$ cat src/rtl/enable_sequencer.sv
// enable_sequencer
//   Start-up sequencer. Once the level enable has been held for DelayCycles
//   cycles it issues a one-cycle start pulse, then holds ready and emits a
//   periodic tick every TickPeriod cycles until the enable drops.
//
// Parameters
//   DelayCycles : cycles en must be held before start (1..65535)
//   TickPeriod  : tick period while running, in cycles (2..65535)
//
// Ports
//   clock : single clock, rising edge
//   reset : synchronous, active-high
//   en    : level enable, sampled every edge
//   start : one-cycle pulse when the delay completes
//   ready : high while running
//   tick  : one-cycle pulse every TickPeriod cycles while running
//   busy  : high while delaying or pulsing start
module enable_sequencer #(
    parameter int unsigned DelayCycles = 16,
    parameter int unsigned TickPeriod  = 8
) (
    input  logic clock,
    input  logic reset,
    input  logic en,
    output logic start,
    output logic ready,
    output logic tick,
    output logic busy
);

    localparam int unsigned CntMax = (DelayCycles > TickPeriod) ? DelayCycles : TickPeriod;
    localparam int unsigned CntW   = (CntMax > 1) ? $clog2(CntMax) : 1;

    localparam logic [CntW-1:0] DelayLast = CntW'(DelayCycles - 1);
    localparam logic [CntW-1:0] TickLast  = CntW'(TickPeriod - 1);

    typedef enum logic [1:0] {
        StIdle,
        StDelay,
        StPulse,
        StRun
    } state_e;

    state_e            state_q, state_d;
    logic [CntW-1:0]   cnt_q, cnt_d;
    logic              tick_d;

    // One counter is shared: it measures the enable hold time in DELAY and
    // the tick phase in RUN.
    always_comb begin
        state_d = state_q;
        cnt_d   = cnt_q;
        tick_d  = 1'b0;
        unique case (state_q)
            StIdle: begin
                if (en) begin
                    state_d = StDelay;
                    cnt_d   = '0;
                end
            end
            StDelay: begin
                if (!en) begin
                    state_d = StIdle;
                    cnt_d   = '0;
                end else if (cnt_q == DelayLast) begin
                    state_d = StPulse;
                    cnt_d   = '0;
                end else begin
                    cnt_d = cnt_q + CntW'(1);
                end
            end
            // en is deliberately ignored here so start is always one full cycle.
            StPulse: begin
                state_d = StRun;
                cnt_d   = '0;
            end
            StRun: begin
                if (!en) begin
                    state_d = StIdle;
                    cnt_d   = '0;
                end else if (cnt_q == TickLast) begin
                    cnt_d  = '0;
                    tick_d = 1'b1;
                end else begin
                    cnt_d = cnt_q + CntW'(1);
                end
            end
            default: begin
                state_d = StIdle;
                cnt_d   = '0;
            end
        endcase
    end

    // Outputs are registered from the next-state decode, so they line up
    // with the state register and never depend combinationally on en.
    always_ff @(posedge clock) begin
        if (reset) begin
            state_q <= StIdle;
            cnt_q   <= '0;
            start   <= 1'b0;
            ready   <= 1'b0;
            tick    <= 1'b0;
            busy    <= 1'b0;
        end else begin
            state_q <= state_d;
            cnt_q   <= cnt_d;
            start   <= (state_d == StPulse);
            ready   <= (state_d == StRun);
            tick    <= tick_d;
            busy    <= (state_d == StDelay) || (state_d == StPulse);
        end
    end

endmodule

$ cat config.mk
export PLATFORM = sky130hd
export DESIGN_NAME = enable_sequencer
export DESIGN_NICKNAME = d
export VERILOG_FILES = /design/src/rtl/enable_sequencer.sv
export SDC_FILE = /design/constraint.sdc
export NUM_CORES = 1
export LEC_CHECK = 0
export CORE_AREA = 2 2 39 41
export DETAILED_ROUTE_END_ITERATION = 8
export DIE_AREA = 0 0 41 43
export PLACE_DENSITY = 0.57
export SLEW_MARGIN = 20
export SYNTH_ARGS = -nofsm -noshare
export SYNTH_HDL_FRONTEND = slang
export SYNTH_SLANG_ARGS = --single-unit
export TNS_END_PERCENT = 10
$ cat constraint.sdc
create_clock -name clock -period 3.1 [get_ports clock]
set_input_delay 0.62 -clock clock [delete_from_list [all_inputs] [get_ports clock]]
set_output_delay 0.62 -clock clock [all_outputs]
set_load 0.01 [all_outputs]
After elaboration in Yosys (flattened, before gate mapping)
Index checks and enable logic that the tools add are counted.
{"block": "totals", "elab_cells": 33, "regBits": 10}
{"block": "classes", "bitwise": 2, "n_addsub": 1, "muxes": 12, "n_eq_ne": 9, "reduce_logical": 3}
{"cell": "$mux W4", "count": 5}
{"cell": "$pmux W4 S4", "count": 1}
{"cell": "$eq A2 B2 Y1 const B", "count": 4}
{"cell": "$mux W2", "count": 4}
{"cell": "$pmux W2 S4", "count": 1}
{"cell": "$add A4 B1 Y4 const B", "count": 1}
{"cell": "$eq A2 B1 Y1 const B", "count": 2}
{"cell": "$eq A4 B3 Y1 const B", "count": 1}
{"cell": "$eq A4 B4 Y1 const B", "count": 1}
{"cell": "$reduce_or A3 Y1", "count": 1}
{"cell": "$logic_not A2 Y1", "count": 1}
{"cell": "$ne A2 B2 Y1 const B", "count": 1}
{"cell": "$not A1 Y1", "count": 2}
{"cell": "$logic_or A1 B1 Y1", "count": 1}
{"cell": "$mux W1", "count": 1}

Logic depth before layout (Yosys ltp)
{"block": "depth", "ltp_word": 6, "mapped_depth": 6, "depth_no_buf": 6}

Worst setup path after synthesis
Ideal clock, no wire load.
{"block": "synth_timing", "kind": "reg2reg", "start": "register cnt_q[0]", "end": "register busy", "path_buffers": 0, "arrival_time_ns": 1.390, "stages_incl_launch_ff": 6, "setup_ns": 0.066, "setup_slack_ns": 1.643, "path_cell_list": "dfxtp_1 ha_1 and4_2 a22o_1 ha_1 nor2_1"}
{"block": "synth_between", "elab_chain_cells": 6}
{"element": "start: declaration", "line_no": "45", "rtl": "logic [CntW-1:0] cnt_q, cnt_d;"}
{"element": "start signal: assignment", "line_no": "107", "rtl": "cnt_q <= cnt_d;"}
{"element": "$eq A4 B4 Y1 *", "line_no": "65", "rtl": "end else if (cnt_q == DelayLast) begin"}
{"element": "$mux W2 *", "line_no": "65"}
{"element": "$mux W2 *", "line_no": "62", "rtl": "if (!en) begin"}
{"element": "$pmux W2 S4 *", "line_no": "54", "rtl": "unique case (state_q)"}
{"element": "$eq A2 B1 Y1 / $eq A2 B2 Y1 (equally long branches)", "line_no": "111", "rtl": "busy <= (state_d == StDelay) || (state_d == StPulse);"}
{"element": "$logic_or A1 B1 Y1 *", "line_no": "111"}
{"element": "end signal: assignment", "line_no": "111"}
{"element": "end: declaration", "line_no": "28", "rtl": "output logic busy"}
Every way passes the cells marked *; elsewhere a longest branch is shown, timed or not.
A chain may end at the register's enable or synchronous reset.

Worst setup path in the final report
{"block": "layout_timing", "start": "register start", "end": "output start"}
{"element": "start: declaration", "line_no": "25", "rtl": "output logic start,"}
{"element": "start signal: assignment", "line_no": "108", "rtl": "start <= (state_d == StPulse);"}
No word-level cell between the ends.

==> flow_summary.ini <==
[outcome]
status = finished clean

[detailed_routing]
vias_per_cell = 4.824
first_iter_violations = 4
drc = 0
wire_per_inst_um = 10.19
postRouteAntennaNets = 0
vias = 357
wl_um = 754
drtPass1Iterations = 4

[logic_synthesis]
synth_largest_area_cell = dfxtp_1
ys_ff_latch = 10
netlist_area_um2 = 456.7
muxShareOfSynthArea_pct = 0
synth_fp_nets = 55
yosysWarningCount = 0
yosysTopAreaCellShare_pct = 43.84
synthSimpleGateAreaFrac_pct = 25.21
synth_xor_area_share_pct = 1.918
ys_types = 27
synth_compound_area_share_pct = 17.53
avgSynthCellArea_um2 = 9.320
synthCells = 49
yosysMostFrequentCell = dfxtp_1
yosys-top-cells-count = dfxtp_1, nor2_1
ys_seq_area_share_pct = 43.84
synth-main-ff-cell = dfxtp_1
synth_top_family_by_area = simple AND/OR/NAND/NOR gates
yosys-top-cells-area = dfxtp_1, ha_1, nor2_1, a21oi_1, nor2b_1
synth_fa_ha_area_share_pct = 8.219
synth_edf_count = 0
async_reset_ff_share_pct = 0

[worst_setup_path]
rrSetupSlack_ns = 1.55
crit_cells = 1
cp.arrival_ns = 1.09
cp_cell_sequence = clkdlybuf4s50_1
crit_path_top_delay_cell = clkdlybuf4s50_1
crit_path_max_incr_delay_ns = 0.52
cp_max_fo = 1
setup.worst_path.start_class = register
criticalPathCategory = reg -> out
crit_buf_inv = 1
timing.rr.end = busy
crit_required_ns = 2.48
startpoint = start
timing.rr.start = cnt_q[0]
critPathCaptureType = output pin
critPathTopFamily = buffers and inverters
r2r_cells = 5
crit_path_end = start

[cells_and_area]
nFillCells = 143
fin_util_pct = 41.14
final-seq-area_um2 = 200.2
layout-drive-gt1-share_pct = 15.52
final_area_um2 = 569.3
synthToLayoutAreaGrowth_pct = 24.66
nets = 65
multi_input_area_um2 = 241.5
antenna-diode-count = 0

[timing]
skew_ns = 0.001500
setup_viol = 0
tightest_slew_ns = 0.4606
fin_crit_sh_pct = 55.30
whs_ns = 0.4955
fin_tns_setup_ns = 0
hold_viol = 0
slew_violations = 0
relSlewSlack_pct = 69.06
rsz0062_at_grt = no
setup_ws_ns = 1.386
max_clock_freq_mhz = 583.3
finalCriticalPeriod_ns = 1.714

[grt]
grt_pass1_vias = 300
track_usage_pct = 10.95
grt_first_pass_wirelength_um = 1290
overflow = 0
antenna_found_initial = 0
grt_max_degree = 11

[clock_tree]
cts_tree = built
insertion_delay_ns = 0.27
cts-root-buf = clkbuf_4
cts_hold_buf = 0
cts_setup_buffers = 0
numCtsBuffers = 3
clockBufferDepth = 2
path_clk_slew_ns = 0.07
cts_resized = 0
cts.sinks = 10
cts_max_level = 1

[die]
num_rows = 14
die_h_um = 43
die_w_um = 41
core-area_um2 = 1384
initial_utilization_pct = 33.00
ios = 7
die_area_um2 = 1763

[power]
vdd.ir_drop.worst_uv = 299.8
pwr-share-comb_pct = 5.3
seq_power_share_pct = 49.8
swShare_pct = 21.50
p_int_w = 0.0002085
powerDensity_nw_per_um2 = 466.5
p_leak_nw = 0.2239
p_sw_w = 0.00005710
p_clk_share_pct = 44.9

[place]
port_buffers = 6
place_area_um2 = 533.0
gp_congestion = 0.7644
dp_worst_setup_slack_ns = 1.151

[flow_run]
drv_cap = 0

[hold_path]
holdCritPathClass = reg -> reg
[area by class of cell]
class | count | share of cell area [%]
well taps | 16 | 3.516
repair buffers | 6 | 10.55
flip-flops and latches | 10 | 35.16
inverters | 3 | 1.978
multi-input cells | 35 | 42.42
clock buffers | 4 | 6.374
[cell usage in the layout, fill, tap and decap left out, drive strengths merged, types with 2 or more instances in the layout]
| cell | instances |
|---|---|
| dfxtp | 10 |
| clkbuf | 4 |
| and2 | 2 |
| a21oi | 3 |
| nor2b | 2 |
| ha | 3 |
| nand2 | 4 |
| inv | 3 |
| nor2 | 5 |
| clkdlybuf4s50 | 6 |
[sequential cells by signal, indices dropped and copies added, names as in the netlist]
signal	flops
start	1
tick	1
state_q	2
busy	1
cnt_q	4
ready	1
[layer usage]
layer | part of all wire, % | vias up | GRT usage, %
li1 | - | 196 | -
met1 | 52 | 154 | 15.28
met2 | 42 | 5 | 13.75
met3 | 3.3 | 2 | 3.141
met4 | 2.5 | 0 | 8.000
met5 | 0 | - | 0
[kinds of logic (layout without fill, tap and decap cells)]
| family | count (synthesis) | after routing |
|---|---|---|
| fa+ha+maj | 3 | 3 |
| compound gates | 11 | 11 |
| flops | 10 | 10 |
| buf+inv | 4 | 13 |
| xor+xnor | 1 | 1 |
| simple gates | 20 | 20 |
[power by group through the flow]
stage | Sequential (W) | Clock (W) | Combinational, W
final | 0.000132 | 0.000119 | 0.0000140
after global routing | 0.000133 | 0.000131 | 0.0000155
after CTS | 0.000132 | 0.000121 | 0.0000144
after detailed placement | 0.000135 | 0 | 0.0000141
after global placement | 0.000135 | 0 | 0.0000141
after floorplan | 0.000135 | 0 | 0.00000783
[how the worst min path moves through the flow]
stage,cells after the start,startpoint,slack (ns),endpoint
global route,2,cnt_q[0],0.56,cnt_q[0]
detailed placement,2,cnt_q[0],0.49,cnt_q[0]
global placement,2,cnt_q[0],0.48,cnt_q[0]
floorplan,2,cnt_q[0],0.46,cnt_q[0]
finish,2,cnt_q[0],0.50,cnt_q[0]
CTS,2,cnt_q[0],0.50,cnt_q[0]
[metrics by stage]
| stage | cells | power, W |
|---|---|---|
| global placement | 70 | 0.0001493 |
| CTS | 74 | 0.0002679 |
| detailed placement | 70 | 0.0001493 |
| finish | 74 | 0.0002656 |
| global route | 74 | 0.0002787 |
| floorplan | 49 | 0.0001431 |
No activity file was read; power rests on OpenSTA's default activity.
